--- src/rtl/cga_text_writer.sv ---
// Terminal-style byte writer for the 80x25 CGA text buffer: cursor tracking,
// CR/LF/BS handling, line wrap, RAM-to-RAM scroll and full-screen clear.
module cga_text_writer #(
  parameter int          COLS       = 80,
  parameter int          ROWS       = 25,
  parameter logic [15:0] CLEAR_CELL = 16'h0720
) (
  input  logic        clock_25,
  input  logic        reset_n,
  input  logic [7:0]  rx_data,
  input  logic [7:0]  rx_attr,
  input  logic        rx_valid,
  output logic        rx_ready,
  input  logic        clear,
  output logic [10:0] address,
  output logic [15:0] wdata,
  output logic        we,
  input  logic [15:0] rdata,
  output logic [6:0]  cursor_x,
  output logic [4:0]  cursor_y,
  output logic        busy
);

  typedef enum logic [2:0] {
    IDLE, PUT, SCROLL_RD, SCROLL_WR, FILL_LINE, CLEAR_ALL
  } state_t;

  localparam logic [10:0] COLS_A      = 11'(COLS);
  localparam logic [10:0] SCROLL_LAST = 11'(COLS * (ROWS - 1) - 1);
  localparam logic [10:0] FILL_FIRST  = 11'(COLS * (ROWS - 1));
  localparam logic [10:0] LAST_CELL   = 11'(COLS * ROWS - 1);
  localparam logic [6:0]  X_LAST      = 7'(COLS - 1);
  localparam logic [4:0]  Y_LAST      = 5'(ROWS - 1);

  state_t      state_q;
  logic [6:0]  x_q;
  logic [4:0]  y_q;
  logic [10:0] idx_q;
  logic [10:0] addr_q;
  logic [15:0] wdata_q;
  logic        we_q;
  logic [10:0] cell_addr_d;

  // y*80 as (y<<6)+(y<<4); peaks at 1999, so 11 bits never overflow
  assign cell_addr_d = ({6'b0, y_q} << 6) + ({6'b0, y_q} << 4) + {4'b0, x_q};

  always_ff @(posedge clock_25) begin
    if (!reset_n) begin
      state_q <= IDLE;
      x_q     <= '0;
      y_q     <= '0;
      idx_q   <= '0;
      addr_q  <= '0;
      wdata_q <= '0;
      we_q    <= 1'b0;
    end else begin
      we_q <= 1'b0;
      case (state_q)
        IDLE: begin
          if (clear) begin
            state_q <= CLEAR_ALL;
            addr_q  <= '0;
            wdata_q <= CLEAR_CELL;
            we_q    <= 1'b1;
          end else if (rx_valid) begin
            case (rx_data)
              8'h0D: x_q <= '0;
              8'h0A: begin
                if (y_q < Y_LAST) begin
                  y_q <= y_q + 5'd1;
                end else begin
                  state_q <= SCROLL_RD;
                  idx_q   <= '0;
                  addr_q  <= COLS_A;
                end
              end
              8'h08: if (x_q != '0) x_q <= x_q - 7'd1;
              default: begin
                state_q <= PUT;
                addr_q  <= cell_addr_d;
                wdata_q <= {rx_attr, rx_data};
                we_q    <= 1'b1;
              end
            endcase
          end
        end
        PUT: begin
          if (x_q < X_LAST) begin
            x_q     <= x_q + 7'd1;
            state_q <= IDLE;
          end else begin
            x_q <= '0;
            if (y_q < Y_LAST) begin
              y_q     <= y_q + 5'd1;
              state_q <= IDLE;
            end else begin
              state_q <= SCROLL_RD;
              idx_q   <= '0;
              addr_q  <= COLS_A;
            end
          end
        end
        SCROLL_RD: begin
          state_q <= SCROLL_WR;
          addr_q  <= idx_q;
          we_q    <= 1'b1;
        end
        SCROLL_WR: begin
          if (idx_q == SCROLL_LAST) begin
            state_q <= FILL_LINE;
            idx_q   <= '0;
            addr_q  <= FILL_FIRST;
            wdata_q <= CLEAR_CELL;
            we_q    <= 1'b1;
          end else begin
            state_q <= SCROLL_RD;
            idx_q   <= idx_q + 11'd1;
            addr_q  <= idx_q + 11'd1 + COLS_A;
          end
        end
        FILL_LINE, CLEAR_ALL: begin
          if (addr_q == LAST_CELL) begin
            state_q <= IDLE;
            if (state_q == CLEAR_ALL) begin
              x_q <= '0;
              y_q <= '0;
            end
          end else begin
            addr_q <= addr_q + 11'd1;
            we_q   <= 1'b1;
          end
        end
        default: state_q <= IDLE;
      endcase
    end
  end

  // Scroll copy forwards the RAM read issued in the preceding SCROLL_RD cycle
  assign wdata    = (state_q == SCROLL_WR) ? rdata : wdata_q;
  assign address  = addr_q;
  assign we       = we_q;
  assign cursor_x = x_q;
  assign cursor_y = y_q;
  assign busy     = (state_q != IDLE);
  assign rx_ready = (state_q == IDLE) && !clear;

endmodule

--- config.mk ---
export PLATFORM = sky130hd
export DESIGN_NAME = cga_text_writer
export DESIGN_NICKNAME = d
export VERILOG_FILES = /design/src/rtl/cga_text_writer.sv
export SDC_FILE = /design/constraint.sdc
export NUM_CORES = 1
export LEC_CHECK = 0
export ABC_CLOCK_PERIOD_IN_PS = 2700
export BUFFER_PORTS_ARGS = -buffer_cell sky130_fd_sc_hd__buf_4
export CAP_MARGIN = 20
export CORE_MARGIN = 5
export CORE_UTILIZATION = 57
export DETAILED_ROUTE_END_ITERATION = 8
export HOLD_SLACK_MARGIN = 0.02
export PLACE_DENSITY = 0.89
export SLEW_MARGIN = 0
export SYNTH_ARGS = -nofsm -noshare
export SYNTH_HDL_FRONTEND = slang
export SYNTH_SLANG_ARGS = --single-unit
--- constraint.sdc ---
create_clock -name clock_25 -period 2.7 [get_ports clock_25]
set_input_delay 0.27 -clock clock_25 [delete_from_list [all_inputs] [get_ports clock_25]]
set_output_delay 0.27 -clock clock_25 [all_outputs]
set_load 0.05 [all_outputs]
==> impl_metrics.ini <==
[worst_setup_path]
path_cells = ha_1 -> nor4bb_1 -> and4_1 -> nand2_1 -> a21oi_2 -> o211ai_1 -> nand2b_1 -> o41ai_1
crit_start = address[1]
regToRegSetupSlack_ps = 100
crit_path_max_fanout = 6
rr_startpoint = address[1]
worst_setup_path_start_kind = flip-flop
slowest_stage = dfxtp_2
required_ps = 2910
crit_path_max_incr_delay_ps = 400
critPathCaptureType = flip-flop
arrival_ps = 2810
path_class = flip-flop to flip-flop

[timing]
whs_ps = 207.1
worst_pin_slew_ps = 813.5
maxSlewViolCount = 0
fin_crit_sh_pct = 96.20
period_minus_slack_ps = 2597
setup_slack_ps = 102.6
fin_worst_skew_ps = 12.13
max_slew_margin_pct = 45.71
hold_viol = 0
fmax_ghz = 0.3850
finalSetupTns_ps = 0
setup_violations = 0

[clock_tree]
clockRootBuffer = clkbuf_8
clock_latency_ps = 320
htree_levels = 2
cts_tree = done
clkSinkCount = 54
cts_buffers = 5
clk_pin_slew_worst_paths_ps = 110
clock_tree.buffer_depth = 2

[grt]
grt_pass1_wl_um = 20800
grt_pass1_vias = 4301
grt_overflow = 0
antenna_found_initial = 0
grt_max_degree = 23
grt_usage_pct = 28.66

[detailed_routing]
drtIter0Drc = 589
route.met3.wl_um = 928
antenna_left = 0
top_layer_used = met4
num_vias = 4709
post-route-drc-count = 0
avgRoutedWirePerCell_um = 17.23
avgViaCountPerCell = 6.229
m1WireLength_um = 5426
routed_wl_um = 13020
drt-pass1-iter-count = 6
route.met2.wl_um = 6404

[synth]
synth_warnings = 0
ys_seq_area_share_pct = 26.35
synth_top_area_cell = dfxtp_1
syn_inst = 577
netlist_top_cells_area = dfxtp_1 26%, nand2_1 9.1%, a21oi_1 5.6%
synth_edf_count = 0
ys.flop_type = dfxtp_1
ys_ff_latch = 54
ys_types = 70
syn_area_per_cell_um2 = 7.110
syn-num-nets = 630
yosysTopAreaCellShare_pct = 26.35
syn_area_um2 = 4103
async_flop_share_pct = 0

[floorplanning]
core_area_um2 = 7137
start_util_pct = 57.49
dieArea_um2 = 8995
pin_count = 78
rows = 31
die_width_um = 94.84
dieHeight_um = 94.84

[place]
post-dp-hpwl_um = 9676
pre_cts_ws_ps = 74.76
io_buffers = 77
gp_congestion = 0.9549
placement.cell_area_um2 = 4878

[pwr]
p_seq_share_pct = 41.2
total_power_w = 0.002241
power.density_nw_per_um2 = 445.8
irDropWorstVdd_uv = 233.0
p_sw_w = 0.0008954
p_int_w = 0.001345
p_leak_nw = 2.119
clockPowerShare_pct = 22.5
p_comb_share_pct = 36.3
sw_frac_of_total_pct = 39.96

[flow_run]
cap_violations = 0

[outcome]
outcome = complete, no violations

[final_layout]
final_area_um2 = 5026
nNetsFinal = 709
syn_to_final_growth_pct = 22.51
num_antenna_cells = 0
fillers = 609
final_common_cell = buf_4
drive_gt1_share_pct = 22.53
layout_common_cells = 115 x buf_4, 100 x nand2_1, 59 x nor2_1

[hold_path]
hp-start = rx_attr[4]
hold_class = primary input to flip-flop
-- kinds of logic after synthesis --
family | count (synthesis) | share of synthesized area, %
flip-flops | 54 | 26.35
XOR/XNOR | 21 | 4.483
adder cells (fa/ha/maj) | 17 | 5.551
buffers and inverters | 55 | 5.672
AND/OR/NAND/NOR | 268 | 31.41
multiplexers | 2 | 0.4880
AO/OA/AOI/OAI | 160 | 26.04
-- sequential cells by signal (all words and copies together), names as in the netlist --
signal and count:
we 1, cursor_x 7, state_q 3, cursor_y 5, idx_q 11, address 11
wdata_q 16
-- power groups by stage --
| stage | clock, W | sequential [W] | combinational [W] |
|---|---|---|---|
| floorplan | 0 | 0.00102 | 0.000445 |
| global placement | 0 | 0.000934 | 0.000772 |
| detailed placement | 0 | 0.000938 | 0.000784 |
| CTS | 0.000516 | 0.000920 | 0.000789 |
| global route | 0.000540 | 0.000931 | 0.000871 |
| finish | 0.000504 | 0.000924 | 0.000813 |
-- synth_stat cells, types with 4 or more instances --
cell type	n
o211ai_1	6
a211o_1	4
a21oi_1	46
nand4_1	5
xnor2_1	11
buf_2	9
and2_1	6
o21ai_0	26
clkbuf_1	30
nand3_1	30
ha_1	15
dfxtp_1	54
nand3b_1	4
nor3_1	13
a22oi_1	8
xor2_1	10
nand2_1	100
nor2b_1	5
inv_1	11
a211oi_1	8
nor4_1	8
and4_1	4
nor2_1	60
and3_1	9
o21ai_1	5
a31oi_1	8
nand2b_1	4
-- per-stage QoR --
step / util (%) / std cells
2_1_floorplan: - / 577
5_1_grt: 70.42 / 756
6_report: 70.42 / 756
3_5_place_dp: 68.36 / 744
4_1_cts: 69.74 / 752
3_3_place_gp: 68.36 / 744
-- worst max-delay path: cells and delay by family, from the launching register on --
family          cells  cell delay (ps)
simple gates        4             1050
fa+ha+maj           1              240
flops               1              400
compound gates      3              800
-- repair_timing --
action / 4_1_cts / 5_1_grt
gates resized for setup: 0 / 9
hold buffers: 0 / 0
buffers inserted: 0 / 3
endpoints found under the setup margin: 0 / 5
-- layer usage --
layer  GRT usage (%)  up-vias
li1                -     2241
met5               0        -
met2           46.39      255
met4           10.34        0
met1           38.44     2187
met3           4.542       26
-- final cells by class --
cell class              count  area [um2]  area share [%]
clock buffers               6       82.58           1.643
clock inverters             2       16.27          0.3236
inverters                  12       45.04          0.8962
multi-input cells         468        2804           55.79
flip-flops and latches     54        1091           21.71
well taps                  99       123.9           2.465
repair buffers            115       863.3           17.18
-- final timing paths --
check / end / cells past startpoint
setup / recovery: cursor_y[3] / 8
hold / removal: wdata_q[12] / 3
hold reg to reg: wdata_q[13] / 2
setup reg to reg: cursor_y[3] / 8
Note: power is estimated with default switching activity, not from simulation.
